**config.mk**
```make
export PLATFORM = sky130hd
export DESIGN_NAME = uart_rx
export DESIGN_NICKNAME = d
export VERILOG_FILES = /design/src/rtl/uart_rx_pkg.sv /design/src/rtl/uart_sync2.sv /design/src/rtl/uart_rx.sv
export SDC_FILE = /design/constraint.sdc
export NUM_CORES = 1
export LEC_CHECK = 0
export CAP_MARGIN = 20
export CORE_MARGIN = 2
export CORE_UTILIZATION = 64
export CTS_BUF_LIST = sky130_fd_sc_hd__clkbuf_8
export DETAILED_ROUTE_END_ITERATION = 8
export PLACE_DENSITY = 0.87
export SKIP_CTS_REPAIR_TIMING = 1
export SKIP_LAST_GASP = 1
export SYNTH_ARGS = -nofsm -noshare
export SYNTH_HDL_FRONTEND = slang
export SYNTH_SLANG_ARGS = --single-unit
```
**constraint.sdc**
```tcl
create_clock -name clk -period 2.8 [get_ports clk]
set_input_delay 0.56 -clock clk [delete_from_list [all_inputs] [get_ports clk]]
set_output_delay 0.56 -clock clk [all_outputs]
set_load 0.1 [all_outputs]
```
**src/rtl/uart_rx_pkg.sv**
```systemverilog
`timescale 1ns/1ps
// uart_rx_pkg
//   Shared definitions for the RS-232 receiver (and its transmitter partner):
//   3-bit FSM state encodings, the start/stop line levels, and a 2-of-3
//   majority helper used when UART_RX_MAJORITY_EN is defined.
//   No ports (package).
package uart_rx_pkg;

  typedef enum logic [2:0] {
    IDLE  = 3'd0,
    START = 3'd1,
    DATA  = 3'd2,
    STOP  = 3'd3,
    BREAK = 3'd4
  } uart_state_t;

  localparam logic START_BIT = 1'b0;
  localparam logic STOP_BIT  = 1'b1;

  function automatic logic maj3(input logic a, input logic b, input logic c);
    return (a & b) | (a & c) | (b & c);
  endfunction

endpackage

```
**src/rtl/uart_sync2.sv**
```systemverilog
`timescale 1ns/1ps
// uart_sync2
//   Two-flop synchroniser for an asynchronous single-bit input.
//   Both stages reset to RST_VAL so the synchronised value starts at the
//   line's idle level.
// Ports:
//   clk  in  system clock
//   rst  in  asynchronous active-high reset
//   d    in  asynchronous input
//   q    out synchronised output (2 clocks of latency)
module uart_sync2 #(
  parameter logic RST_VAL = 1'b1
) (
  input  logic clk,
  input  logic rst,
  input  logic d,
  output logic q
);

  logic meta;

  always_ff @(posedge clk or posedge rst) begin
    if (rst) begin
      meta <= RST_VAL;
      q    <= RST_VAL;
    end else begin
      meta <= d;
      q    <= meta;
    end
  end

endmodule

```
**src/rtl/uart_rx.sv**
```systemverilog
`timescale 1ns/1ps
// uart_rx
//   RS-232 receiver: 8 data bits, LSB first, one stop bit, no parity.
//   Bit timing is generated internally from CLK_FREQ / BAUD; the start bit is
//   confirmed at its centre and each following bit is sampled one bit period
//   later. A low stop bit raises frame_err and parks the FSM in BREAK until
//   the line returns high, so a held-low line cannot retrigger reception.
//   Optional build macro UART_RX_MAJORITY_EN: every sample becomes the 2-of-3
//   majority of the synchronised line around the sample point, decided one
//   clock later than the single-sample build.
// Ports:
//   clk        in   system clock, rising edge
//   rst        in   asynchronous active-high reset
//   rs232_rx   in   asynchronous serial line, idles high
//   rx_data    out  last correctly framed byte, held until the next good frame
//   rx_valid   out  one-cycle strobe, rx_data updated in the same cycle
//   frame_err  out  one-cycle strobe when the stop bit is sampled low
//   rx_busy    out  high whenever the FSM is not in IDLE
// Handshake: rx_valid is a pure strobe with no ready/backpressure; a consumer
//   must capture rx_data in the cycle rx_valid is high (it then holds anyway).
module uart_rx
  import uart_rx_pkg::*;
#(
  parameter int CLK_FREQ     = 50_000_000,
  parameter int BAUD         = 9600,
  parameter int CLKS_PER_BIT = CLK_FREQ / BAUD,
  parameter int HALF_BIT     = CLKS_PER_BIT / 2
) (
  input  logic       clk,
  input  logic       rst,
  input  logic       rs232_rx,
  output logic [7:0] rx_data,
  output logic       rx_valid,
  output logic       frame_err,
  output logic       rx_busy
);

  localparam int CW = $clog2(CLKS_PER_BIT + 1);
  localparam logic [CW-1:0] BIT_LAST = CW'(CLKS_PER_BIT - 1);

  logic            rx_s;
  logic            bit_sample;
  uart_state_t     state;
  logic [CW-1:0]   baud_cnt;
  logic [2:0]      bit_idx;
  logic [7:0]      shift_reg;

  uart_sync2 #(.RST_VAL(1'b1)) u_sync (
    .clk (clk),
    .rst (rst),
    .d   (rs232_rx),
    .q   (rx_s)
  );

`ifdef UART_RX_MAJORITY_EN
  // The start decision moves one clock later so its three samples straddle
  // the half-bit point; every later decision then inherits that one-clock
  // shift without changing the per-bit counter limit.
  localparam logic [CW-1:0] START_LAST = CW'(HALF_BIT);

  logic [1:0] rx_hist;

  always_ff @(posedge clk or posedge rst) begin
    if (rst) rx_hist <= 2'b11;
    else     rx_hist <= {rx_hist[0], rx_s};
  end

  always_comb begin
    bit_sample = maj3(rx_hist[1], rx_hist[0], rx_s);
  end
`else
  localparam logic [CW-1:0] START_LAST = CW'(HALF_BIT - 1);

  always_comb begin
    bit_sample = rx_s;
  end
`endif

  always_ff @(posedge clk or posedge rst) begin
    if (rst) begin
      state     <= IDLE;
      baud_cnt  <= '0;
      bit_idx   <= '0;
      shift_reg <= '0;
      rx_data   <= 8'h00;
      rx_valid  <= 1'b0;
      frame_err <= 1'b0;
      rx_busy   <= 1'b0;
    end else begin
      rx_valid  <= 1'b0;
      frame_err <= 1'b0;
      unique case (state)
        IDLE: begin
          baud_cnt <= '0;
          if (rx_s == START_BIT) begin
            state   <= START;
            rx_busy <= 1'b1;
          end
        end
        START: begin
          if (baud_cnt == START_LAST) begin
            baud_cnt <= '0;
            if (bit_sample == START_BIT) begin
              state   <= DATA;
              bit_idx <= '0;
            end else begin
              // Line was already high again at mid-bit: treat as a glitch.
              state   <= IDLE;
              rx_busy <= 1'b0;
            end
          end else begin
            baud_cnt <= baud_cnt + CW'(1);
          end
        end
        DATA: begin
          if (baud_cnt == BIT_LAST) begin
            baud_cnt  <= '0;
            shift_reg <= {bit_sample, shift_reg[7:1]};
            if (bit_idx == 3'd7) state <= STOP;
            else                 bit_idx <= bit_idx + 3'd1;
          end else begin
            baud_cnt <= baud_cnt + CW'(1);
          end
        end
        STOP: begin
          if (baud_cnt == BIT_LAST) begin
            baud_cnt <= '0;
            if (bit_sample == STOP_BIT) begin
              // Leaving at mid-stop-bit lets a start bit follow immediately.
              rx_data  <= shift_reg;
              rx_valid <= 1'b1;
              state    <= IDLE;
              rx_busy  <= 1'b0;
            end else begin
              frame_err <= 1'b1;
              state     <= BREAK;
            end
          end else begin
            baud_cnt <= baud_cnt + CW'(1);
          end
        end
        BREAK: begin
          baud_cnt <= '0;
          if (rx_s == STOP_BIT) begin
            state   <= IDLE;
            rx_busy <= 1'b0;
          end
        end
        default: begin
          state    <= IDLE;
          baud_cnt <= '0;
          rx_busy  <= 1'b0;
        end
      endcase
    end
  end

endmodule
```
=== Word level (Yosys, flattened, before mapping) ===
Cells that the tools add are included.

* Logic and storage cells: 64
* Flip-flop bits (word level): 40
* Input port bits: 3
* Output and inout port bits: 11

* Bitwise operators: 1
* Add/sub/neg operators: 2
* Reductions and logical operators: 8
* Multiplexer cells: 28
* Equal/unequal tests: 15

{| class="wikitable"
|+ Operators by type and width
! operator !! count
|-
| $mux W3 || 11
|-
| $mux W13 || 2
|-
| $pmux W13 S2 || 1
|-
| $pmux W3 S5 || 1
|-
| $ne A2 B2 Y1 const B || 7
|-
| $add A13 B1 Y13 const B || 1
|-
| $eq A13 B12 Y1 const B || 1
|-
| $eq A13 B13 Y1 const B || 1
|-
| $mux W1 || 10
|-
| $eq A3 B2 Y1 const B || 2
|-
| $eq A3 B3 Y1 const B || 2
|-
| $pmux W3 S2 || 1
|-
| $reduce_and A6 Y1 || 1
|-
| $pmux W1 S5 || 1
|-
| $reduce_and A5 Y1 || 1
|-
| $reduce_and A4 Y1 || 1
|-
| $add A3 B1 Y3 const B || 1
|-
| $eq A3 B1 Y1 const B || 1
|-
| $logic_not A3 Y1 || 1
|-
| $reduce_and A3 Y1 || 1
|-
| $mux W2 || 1
|-
| $ne A2 B1 Y1 const B || 1
|-
| $reduce_and A2 Y1 || 1
|-
| $reduce_bool A2 Y1 || 1
|-
| 2 further kinds || 2
|}

=== Logic depth before layout (Yosys ltp) ===
Gate-level depths: netlist (run 1).

* Depth after elaboration: 4
* Mapped depth: 6
* Mapped depth without buffers: 5

=== Hierarchy ===
A second synthesis (run 1) with hierarchy kept.

* Cells, all modules: 172
* Area total of the unflattened synthesis: 1958.1 um2

{| class="wikitable"
|+ Modules (own cells, without submodules)
! module !! seq. area each (um2) !! area each (um2) !! times used !! cells an instance
|-
| uart_rx || 950.9 || 1901.8 || 1 || 169
|-
| uart_sync2 || 52.6 || 56.3 || 1 || 3
|}

=== Worst setup path after synthesis (run 1) ===
OpenSTA, ideal clock, no wires.

* Path kind: reg2reg
* Start: register baud_cnt[0]
* End: register rx_data[0]
* Setup slack: 1.194 ns
* Setup time: 0.126 ns
* Stages on the path, launching flop included: 6
* Data required time: 2.674 ns
* Clock period less this slack: 1.606 ns
* Arrival: 1.480 ns
* Buffers on the path: 0
* Path through: dfrtp_1 > ha_1 > and4bb_2 > and3_4 > nand3_4 > mux2_2

* Word-level cells in the longest chain between the ends: 2

{| class="wikitable"
|+ Ends and longest elaborated chain
! item !! line !! source
|-
| start: declaration || uart_rx.sv:44 || <nowiki>logic [CW-1:0] baud_cnt;</nowiki>
|-
| start signal: assignment || uart_rx.sv:112 || <nowiki>baud_cnt <= baud_cnt + CW'(1);</nowiki>
|-
| start signal: assignment || uart_rx.sv:122 || <nowiki>baud_cnt <= baud_cnt + CW'(1);</nowiki>
|-
| start signal: assignment || uart_rx.sv:139 || <nowiki>baud_cnt <= baud_cnt + CW'(1);</nowiki>
|-
| $eq A13 B13 Y1 || uart_rx.sv:126 || <nowiki>if (baud_cnt == BIT_LAST) begin</nowiki>
|-
| $reduce_and A3 Y1 (no source line) || -- ||
|-
| end signal: assignment || uart_rx.sv:130 || <nowiki>rx_data <= shift_reg;</nowiki>
|-
| end: declaration || uart_rx.sv:32 || <nowiki>output logic [7:0] rx_data,</nowiki>
|}

Every way passes these cells.
A chain may end at the register's enable or synchronous reset.

=== Worst setup path in the final report (run 1) ===
* Start: register baud_cnt[0]
* End: register baud_cnt[12]

* Word-level cells in the longest chain between the ends: 3
* Elaborated cells between the ends (all ways): 6
* Those cells by class: add/sub (1); eq/ne (2); mux (3)

{| class="wikitable"
|+ Ends and longest elaborated chain
! item !! line !! source
|-
| $add A13 B1 Y13 (tied with other cells) || uart_rx.sv:112, uart_rx.sv:122, uart_rx.sv:139 ||
|-
| $mux W13, on equally long branches || uart_rx.sv:116, uart_rx.sv:126, uart_rx.sv:101 ||
|-
| $pmux W13 S2 (*) || uart_rx.sv:92 || <nowiki>unique case (state)</nowiki>
|}

Every way passes the cells marked *; elsewhere a longest branch is shown, timed or not.

==> results by stage, run 1 <==
Run status:
- The run finished with clean final reports.

Power and ir drop:
- VDD sags by at most 0.449 mV.
- The total power divided by cell area is 548 nW/um2.
- The overall power of the completed layout is 1.14 mW.
- The standby leakage power is 1.02 nW.

Hold path:
- The worst hold path was traced through 0 stages.
- The source of the worst hold timing path is u_sync.meta.
- The worst hold path terminates at u_sync.q.
- The tightest min-delay check is of the reg -> reg type.

Timing:
- Static timing analysis puts the maximum clock frequency at 530 MHz.
- Setup violations remaining at the end of the flow were counted as 0.
- Setup repair after global routing left no endpoint under its margin.
- The time the worst path needs with I/O delays and setup is 1890 ps.
- The slew of the pin with the lowest slew margin is 580 ps.
- The final hold violation count is 0.
- Adding up every negative setup slack in the final design gives 0 ps.
- The worst-case clock skew is 4.68 ps.
- Headroom to the max-slew limit came out at 0.613.
- The period utilization is 0.674.
- The max-slew violation count is 0.

Global route:
- The global-route wire length before repair is 5160 um.
- The total routing usage reported by global routing is 0.206.
- Entering global routing, the biggest net connects 41 pins.
- The via count of the first global-routing pass was 1,158.
- For this run the aggregate overflow at the end of global routing stands at 0.
- The number of antenna violations at the first check in global routing was 0.

Setup path:
- The data arrival time of the critical path is 2030 ps.
- The reg-to-reg endpoint is baud_cnt[12].
- At the worst endpoint, the required time is 2940 ps.
- The element type at the critical path start is a flip-flop.
- In this run the critical register-to-register path is launched from baud_cnt[0].
- For the worst flop-to-flop path, the logic depth is 5.
- The biggest fanout along the worst timing path is 13.
- STA classifies the critical path endpoint as a flip-flop.
- The worst setup slack for register-to-register paths is 910 ps.
- The critical path class is reg -> reg.

Cells and area:
- Of the cells placed in the final design, the portion with a size suffix greater than 1 is 0.283.
- The number of antenna cells inserted is 0.
- The net count of the finished layout is 172.
- Measured on the finished design, the core utilization comes to 0.759.
- The count of filler cells inserted in the layout is 162.
- For this run, the number of standard cells in the final layout without fillers is 197.
- Relative to the synthesized area, the layout overhead comes to 14.0%.
- The register with the most flip-flops in the layout has 13 of them.

Yosys:
- Sorting the synthesized cells by area gives the leading types as dfrtp_1, mux2_2, xor2_1, dfstp_2, nor2_1.
- The synthesized netlist net count is 154.
- Among all flip-flop cells after synthesis, the most frequent one is dfrtp_1.
- For this run, the register share of the synthesized area comes to 0.551.
- Counting distinct cell types in the post-synthesis netlist gives 37.
- In this run the cell area of the synthesized design comes to 1820 um2.
- The area share of the largest cell type after synthesis is 0.522.
- Each instance of the synthesized netlist takes up on average 12.3 um2.
- After technology mapping, the gate count stands at 148.
- The library cell occupying the most area in the post-synthesis netlist is dfrtp_1.
- Ranked by instance count, the synthesized netlist is headed by dfrtp_1, mux2_2, nor2_1.
- The fraction of synthesis flops using an asynchronous set or reset pin is 1.00.
- The warning count from the yosys run is 0.
- The register bit total from synthesis is 40.
- dfrtp_1 is the most common cell in the netlist.
- The count of flip-flops with a built-in enable after synthesis is 0.

Drt:
- Dividing the detail-routed via count by the number of cells gives 5.85.
- After the first detailed-routing iteration, the DRC count stood at 31.
- The via total after detailed routing is 1,153.
- The routed wire length per instance is 15.7 um.
- The number of design rule violations left after detail routing is 0.
- Before antenna repair, the detailed router went through 4 iterations.
- The final wirelength is 3100 um.
- The count of nets left with antenna violations once routing finished came out at 0.

Clock network:
- Counting the buffers created by CTS gives 5.
- The TritonCTS clock tree is done.
- The insertion delay of the later-clocked pin in the worst-skew pair is 280 ps.
- The clock tree synthesis step divided the H-tree into 2 levels.
- Clock tree synthesis selected as its root buffer the cell clkbuf_8.
- The clock passes through at most 2 buffers.
- The clock drives 40 sinks.
- The clock-pin slew of the registers on the worst-case setup and hold paths is 70 ps.

Die:
- The die covers 3290 um2.
- From bottom edge to top edge, the die measures 57.3 um.
- The chip width is 57.3 um.
- The site row count is 19.
- The I/O pin total is 14.
- For this configuration, the core starts out at a cell density of 0.666.
- In this run the standard cell core region covers 2730 um2.

Place:
- The HPWL after detailed placement is 2110 um.
- The number of port buffers is 13.
- The final weighted congestion in routability-driven placement is 0.875.
- The number of placed instances, taps included, is 190.

Flow run:
- Across the run, the number of max-cap violations was 0.
==> per-stage QoR <==
stage,cell area (um2),worst slack [ps],hold slack [ps]
finish,2070,914,361
CTS,2070,923,363
detailed placement,1950,958,352
global route,2070,782,363
floorplan,1820,1190,345
global placement,1950,1070,346
==> cell type report <==
cell class / instances / area [um2] / area share
clock buffer: 5 / 68.8 / 0.0332
clock inverter: 2 / 60.1 / 0.0290
inverter: 8 / 30.0 / 0.0145
multi-input combinational: 97 / 763 / 0.368
sequential: 40 / 1000 / 0.484
tap: 31 / 38.8 / 0.0187
timing repair buffer: 14 / 110 / 0.0531
==> routing by layer <==
layer,vias to the layer above,part of all wire,track usage
met2,18,0.50,0.342
met5,-,0,0
met1,576,0.46,0.274
li1,554,-,-
met4,0,0.013,0.0698
met3,5,0.024,0.0408
==> how the worst max path moves through the flow <==
stage / from / end / slack, ps / depth (start not counted)
2_1_floorplan: baud_cnt[0] / rx_data[0] / 1190 / 5
3_3_place_gp: baud_cnt[0] / baud_cnt[12] / 1070 / 5
3_5_place_dp: baud_cnt[7] / baud_cnt[12] / 960 / 4
4_1_cts: baud_cnt[0] / baud_cnt[12] / 920 / 5
5_1_grt: baud_cnt[0] / baud_cnt[12] / 780 / 5
6_report: baud_cnt[0] / baud_cnt[12] / 910 / 5
==> worst max-delay path, stage by stage, from the launching register on <==
cell	delay, ps
dfrtp_1	380
ha_1	250
and4bb_2	290
nand3_1	160
a21oi_2	530
nor2_1	140
==> cell usage in the layout, fill, tap and decap left out, types with 4 or more instances in the layout <==
master	synthesis	layout
nor2_1	14	14
nand4_1	5	5
xor2_1	10	10
buf_4	1	12
nand3_1	5	5
and4bb_2	4	4
dfrtp_1	38	38
mux2_2	15	15
inv_1	8	8
mux2i_1	4	4
nand2_1	9	9
clkbuf_8	0	5
==> power by group <==
group | internal, mW | leakage [nW] | total, mW | switching, mW
Sequential | 0.580 | 0.532 | 0.582 | 0.00179
Combinational | 0.00466 | 0.422 | 0.0170 | 0.0123
Clock | 0.351 | 0.0642 | 0.538 | 0.187
Total | 0.935 | 1.02 | 1.14 | 0.201
==> cells by family after synthesis <==
kind of cell | after synthesis | synth area share
adder cells (fa/ha/maj) | 4 | 0.0261
AND/OR/NAND/NOR | 54 | 0.192
buffers and inverters | 11 | 0.0296
XOR/XNOR | 11 | 0.0529
multiplexers | 19 | 0.115
AO/OA/AOI/OAI | 9 | 0.0330
flip-flops | 40 | 0.551
Note: power is estimated with default switching activity, not from simulation.
==> run 2, diff against run 1 <==
Settings changed: CORE_UTILIZATION 64 to 54, PLACE_DENSITY 0.87 to 0.79.
Clock period 2.8 ns to 1.55 ns, I/O delays scaled along.
==> run 2 against run 1 <==
The run now ends with negative setup slack left. Sequential share of layout area is 6.5 points lower. Non-clock buffer count is 17 higher. Utilization is 2.8 points lower. Final area is 16% higher. Final cell count is 17% higher. Die area is 17% higher. Critical endpoint is now rx_data[5]. Largest cell class unchanged. Largest power group unchanged. Highest routed layer unchanged.
==> results by stage, run 2 (synthesized netlist as in run 1, its figures left out) <==
Timing:
- The period utilization is 1.01 (+0.337).
- The time the worst path needs with I/O delays and setup is 1570 ps (-320 ps).
- The hold slack was 362 ps (+1.13 ps).
- The final hold violation count is 0 (unchanged).
- Setup repair after global routing could not meet its margin everywhere.
- The slew of the pin with the lowest slew margin was 256 ps (-324 ps).
- The worst setup slack after layout is -16.7 ps (-930 ps).
- The total setup violations reported at the end of the flow is 8 (+8).
- The highest clock rate is 638 MHz (+20%).
- The max-slew violation count is 0 (unchanged).
- The worst relative slew slack is 0.827 (+0.214).
- The worst-case clock skew was 10.0 ps (+5.34 ps).

Die:
- The site row count is 21 (+2).
- The die footprint is 3850 um2 (+17%).
- The chip height is 62.1 um (+8.2%).
- The standard cell core area came to 3280 um2 (+20%).
- The I/O pin total was 14 (unchanged).
- The chip width came to 62.1 um (+8.2%).
- The initial standard-cell utilization of the core is 0.554 (-0.112).

Cells and area:
- The final cell area excluding filler cells came to 2400 um2 (+16%).
- The fraction of layout cells with a size suffix above 1 was 0.378 (+0.0952).
- The area overhead of the layout relative to synthesis is 31.9%.
- The number of nets in the layout is 190 (+10%).
- The number of antenna cells inserted is 0 (unchanged).
- Leaving out fill and tap cells, the most frequent cells in the layout are dfrtp_1, mux2_2, buf_4, nor2_1, buf_12.
- The leading cell type in the layout, fill and taps excluded is dfrtp_1.
- The flip-flop count of the largest register, all copies and words added was 13 (unchanged).

Global route:
- The total routing usage reported by global routing is 0.205 (-0.000682).
- The global-route wire length before repair is 5590 um (+8.3%).
- The via count of the first global-routing pass came to 1,271 (+9.8%).
- The number of antenna violations at the first check in global routing is 0 (unchanged).
- The total congestion overflow after global routing is 0 (unchanged).
- The largest net degree at the start of global routing is 41 (unchanged).

Run status:
- The checks that failed: negative setup slack.
- The run finished, with violations left.

Drt:
- In this run the top signal layer used is met4.
- The routed wire length per instance is 14.8 um (-6.0%).
- The via total after detailed routing is 1,241 (+7.6%).
- The initial DRC count is 24 (-23%).
- The number of antenna-violating nets in the routed design was 0 (unchanged).
- The final wirelength is 3410 um (+10%).
- The number of design rule violations left after detail routing is 0 (unchanged).
- The iteration count of the initial detailed-routing pass was 4 (unchanged).
- The post-route met1 wirelength is 1470 um (+3.1%).
- The detailed-routed wire length on met2 came to 1800 um (+16%).
- The via density per instance is 5.37 (-8.2%).
- The detailed-routed wire length on met3 came to 113 um (+55%).

Place:
- The HPWL after detailed placement came to 2500 um (+19%).
- The cell area reported after detailed placement is 2260 um2 (+16%).
- The number of port buffers is 13 (unchanged).
- The final weighted congestion in routability-driven placement is 0.810 (-7.5%).

Clock network:
- The clock-pin slew of the registers on the worst-case setup and hold paths came to 80 ps (about the same).
- The root buffer cell chosen for the clock tree is clkbuf_8.
- The buffer depth of the longest clock path is 2 (unchanged).
- The clock sink count was 40 (unchanged).
- The insertion delay of the later-clocked pin in the worst-skew pair is 290 ps (about the same).
- The H-tree depth is 2 (unchanged).
- The total clock buffers created by CTS is 5 (unchanged).
- The TritonCTS clock tree is done.

Power and ir drop:
- The total power divided by cell area is 800 nW/um2 (+46%).
- The worst-case vdd ir drop is 0.901 mV (+100%).
- The standby leakage power is 1.14 nW (+12%).

Setup path:
- The element type at the critical path end is a flip-flop.
- The reg-to-reg endpoint is rx_data[5].
- The data arrival time of the critical path came to 1750 ps (-280 ps).
- The biggest fanout along the worst timing path is 4 (-9).
- In this run the critical register-to-register path is launched from baud_cnt[1].
- On the critical path, the stage with the largest delay is an instance of dfrtp_1.
- The worst setup path is launched from a flip-flop.
- Walking the worst path, the cells encountered are ha_2 > and4bb_2 > and3_4 > nand3_2 > mux2_2.
- The required time of the critical path was 1730 ps (-1210 ps).
- The stage delay of the slowest cell on the critical path is 390 ps (-140 ps).
- The number of cells on the worst reg-to-reg path came to 5 (unchanged).
- The worst setup slack for register-to-register paths is -20 ps (-930 ps).
- The kind of cell with the highest combined delay along the critical path is simple AND/OR/NAND/NOR gates.
- The sum of buffers and inverters on the critical path is 0 (unchanged).
- The critical path class is reg -> reg.

Hold path:
- The worst min-delay path endpoint is u_sync.q.
- The source of the worst hold timing path is u_sync.meta.
- In this run the worst hold path is classified as reg -> reg.
- The count of cells along the worst hold path was 0 (unchanged).

Flow run:
- The count of max-cap constraint violations is 0 (unchanged).
[run 2: cell count changes in the layout (fill, tap and decap cells not counted), sizes merged]
cell,delta
buf,+17
bufinv,-1
clkinv,+1
clkinvlp,+1
nand3,+1
[run 2: area by class of cell]
cell class	count	area, um2
inverter	8	30.0
multi-input combinational	98	785
clock buffer	5	68.8
sequential	40	1000
fill	208	883
timing repair buffer	31	413
clock inverter	3	42.5
tap	46	57.6
[run 2: how the worst max path moves through the flow]
stage                     start         end  slack, ps  depth (start not counted)
finish              baud_cnt[1]  rx_data[5]        -20                          5
global route        baud_cnt[1]  rx_data[0]        -70                          5
CTS                 baud_cnt[1]  rx_data[1]        -50                          5
detailed placement  baud_cnt[1]  rx_data[2]        -40                          5
global placement    baud_cnt[1]  rx_data[3]         -8                          5
floorplan           baud_cnt[0]  rx_data[0]         -2                          5
[run 2: per-layer routing]
| metal | vias up | global-route usage |
|---|---|---|
| li1 | 598 | - |
| met1 | 614 | 0.256 |
| met2 | 27 | 0.335 |
| met3 | 2 | 0.0725 |
| met4 | 0 | 0.0638 |
| met5 | - | 0 |
[run 2: per-stage QoR]
step | power, mW | cells | util | setup TNS, ps | setup WS [ps]
floorplan | 1.09 | 148 | - | -16.7 | -2.08
global placement | 1.11 | 221 | 0.689 | -54.3 | -7.76
detailed placement | 1.11 | 221 | 0.689 | -261 | -42.2
CTS | 1.94 | 229 | 0.723 | -343 | -52.0
global route | 1.99 | 231 | 0.731 | -910 | -65.6
finish | 1.92 | 231 | 0.731 | -93.9 | -16.7
[run 2: report_power, final]
| group | total [mW] | switching, mW | internal (mW) |
|---|---|---|---|
| logic | 0.0357 | 0.0236 | 0.0121 |
| clock network | 0.835 | 0.358 | 0.476 |
| registers | 1.05 | 0.00399 | 1.05 |
| total | 1.92 | 0.386 | 1.54 |
==> run 3, diff against run 2 <==
Settings changed: CTS_CLUSTER_DIAMETER set to 200, SETUP_SLACK_MARGIN set to 0.1.
==> run 3 against run 2 <==
The flow still finishes with violations (negative setup slack). Sequential share of layout area down 0.39 points. Critical path depth is the same. Register-to-register slack worse by 20 ps. Final cell count up 0.87%. Combinational power is 17% higher. Global-route usage is essentially flat. Clock power about the same. Non-clock buffer count is 2 higher. Die area stayed put. Utilization is 0.69 points higher. Routed wire length rose by 5.0%. Clock skew is essentially flat. Critical path type unchanged.
==> results by stage, run 3 (synthesized netlist as in run 1, its figures left out) <==
Setup path:
- The worst setup slack for register-to-register paths is -40 ps (-20 ps).
- The worst setup path is captured at a flip-flop.
- The element type at the critical path start is a flip-flop.
- In this design, the largest share of critical-path delay is due to simple AND/OR/NAND/NOR gates.
- The worst reg2reg path startpoint is baud_cnt[1].
- In this run the critical register-to-register path is captured at rx_data[1].
- The slowest library cell on the worst path is dfrtp_1.
- The stage delay of the slowest cell on the critical path is 400 ps (about the same).
- The data arrival time of the critical path is 1770 ps (+20 ps).
- In this run the worst setup path begins at baud_cnt[1].
- The number of cells on the worst reg-to-reg path is 5 (unchanged).
- The biggest fanout along the worst timing path came to 5 (+1).
- The critical path class is reg -> reg.
- The critical path goes through ha_2 > and4bb_2 > and3_4 > nand3_4 > mux2_2.
- The sum of buffers and inverters on the critical path is 0 (unchanged).
- The required time of the critical path is 1730 ps (about the same).

Cells and area:
- The leading cell type in the layout, fill and taps excluded is dfrtp_1.
- The final cell area excluding filler cells is 2420 um2 (+0.94%).
- The number of antenna cells inserted is 0 (unchanged).
- The utilization after layout is 0.738 (+0.00686).
- In the layout the commonest cells are dfrtp_1, buf_4, mux2_2, nor2_1, buf_12.
- The area overhead of the layout relative to synthesis is 33.1%.
- The flip-flop count of the largest register, all copies and words added came to 13 (unchanged).
- The number of nets in the layout came to 192 (+1.1%).
- The fraction of layout cells with a size suffix above 1 is 0.385 (+0.00665).

Timing:
- The worst-case clock skew is 10.0 ps (-0.00710 ps).
- The final hold violation count is 0 (unchanged).
- The highest clock rate is 630 MHz (-1.3%).
- The slew of the pin with the lowest slew margin is 290 ps (+34.0 ps).
- The max-slew violation count is 0 (unchanged).
- The worst setup slack after layout is -37.5 ps (-20.8 ps).
- The period utilization is 1.02 (+0.0134).
- The total setup violations reported at the end of the flow is 9 (+1).
- Setup repair after global routing could not meet its margin everywhere.
- The worst relative slew slack is 0.804 (-0.0230).
- The final setup TNS is -210 ps (-117 ps).
- The time the worst path needs with I/O delays and setup is 1590 ps (+20.8 ps).

Power and ir drop:
- The power spent charging and discharging nets was 0.387 mW (+0.30%).
- The fraction of power spent switching nets came to 0.201 (about the same).
- The internal portion of total power is 1.54 mW (+0.21%).
- The total power divided by cell area is 795 nW/um2 (-0.70%).
- The standby leakage power is 1.15 nW (+0.63%).
- The share of total power in combinational logic was 0.022 (+0.003).
- The sequential cell fraction of total power is 0.546 (about the same).
- The overall power of the completed layout came to 1.93 mW (+0.23%).
- The clock power share came to 0.433 (about the same).
- The worst-case vdd ir drop is 0.860 mV (-4.6%).

Clock network:
- The insertion delay of the later-clocked pin in the worst-skew pair is 290 ps (about the same).
- The clock-pin slew of the registers on the worst-case setup and hold paths is 70 ps (about the same).
- The total clock buffers created by CTS is 5 (unchanged).
- The H-tree depth came to 2 (unchanged).
- The TritonCTS clock tree is done.
- The clock root buffer is clkbuf_8.
- The clock sink count came to 40 (unchanged).
- The buffer depth of the longest clock path is 2 (unchanged).

Global route:
- The total congestion overflow after global routing came to 0 (unchanged).
- The number of antenna violations at the first check in global routing was 0 (unchanged).
- The largest net degree at the start of global routing is 41 (unchanged).
- The total routing usage reported by global routing came to 0.206 (+0.000448).
- The via count of the first global-routing pass is 1,254 (-1.3%).
- The global-route wire length before repair is 5560 um (-0.50%).

Die:
- The site row count is 21 (unchanged).
- The chip width came to 62.1 um (unchanged).
- The die footprint was 3850 um2 (unchanged).
- The chip height is 62.1 um (unchanged).
- The I/O pin total is 14 (unchanged).
- The initial standard-cell utilization of the core is 0.554 (unchanged).
- The standard cell core area was 3280 um2 (unchanged).

Hold path:
- The source of the worst hold timing path is u_sync.meta.
- The worst min-delay path endpoint is u_sync.q.
- The path category of the worst min-delay check is reg -> reg.
- The count of cells along the worst hold path is 0 (unchanged).

Drt:
- The iteration count of the initial detailed-routing pass was 4 (unchanged).
- The initial DRC count is 37 (+54%).
- The number of antenna-violating nets in the routed design came to 0 (unchanged).
- The via total after detailed routing is 1,266 (+2.0%).
- The routed wire length per instance is 15.4 um (+4.1%).
- The number of design rule violations left after detail routing came to 0 (unchanged).
- The final wirelength came to 3580 um (+5.0%).
- The via density per instance is 5.43 (+1.1%).

Place:
- The worst setup timing slack at the placement stage is -51.2 ps (-9.06 ps).
- The final weighted congestion in routability-driven placement came to 0.811 (about the same).
- The number of port buffers is 13 (unchanged).
- The cell area reported after detailed placement is 2260 um2 (unchanged).
- The HPWL after detailed placement was 2480 um (-0.68%).

Run status:
- The final reports fail on negative setup slack.
- The flow ran to the end, but the final reports show violations.

Flow run:
- The count of max-cap constraint violations is 0 (unchanged).
## run 3: power groups by stage
stage	sequential [mW]	combinational, mW	clock, mW
2_1_floorplan	1.07	0.0192	0
3_3_place_gp	1.07	0.0350	0
3_5_place_dp	1.07	0.0369	0
4_1_cts	1.05	0.0370	0.854
5_1_grt	1.05	0.0481	0.900
6_report	1.05	0.0417	0.833
## run 3: worst reg2reg max path: cells and delay by family (launching register included)
| family | cells | cell delay [ps] |
|---|---|---|
| fa+ha+maj | 1 | 200 |
| flops | 1 | 400 |
| mux | 1 | 350 |
| simple gates | 3 | 530 |
## run 3: how the worst max path moves through the flow
| stage | cells past startpoint | end |
|---|---|---|
| 2_1_floorplan | 5 | rx_data[0] |
| 6_report | 5 | rx_data[1] |
| 5_1_grt | 6 | bit_idx[2] |
| 3_5_place_dp | 5 | rx_data[0] |
| 3_3_place_gp | 5 | rx_data[3] |
| 4_1_cts | 5 | rx_data[0] |
## run 3: final cells by class
class,count,area (um2)
flip-flops and latches,40,1000
fillers,205,861
multi-input cells,98,792
repair buffers,33,428
clock buffers,5,68.8
well taps,46,57.6
clock inverters,3,42.5
inverters,8,30.0
## run 3: per-stage QoR
step                instances  hold WS, ps
floorplan                 148          314
global route              233          369
detailed placement        221          350
finish                    233          362
CTS                       229          364
global placement          221          352
## run 3: routing by layer
layer  vias to the layer above  GRT usage  part of all wire
met5                         -          0                 0
met4                         0      0.100             0.018
met3                        10     0.0642             0.032
met2                        30      0.327              0.53
met1                       628      0.254              0.42
li1                        598          -                 -
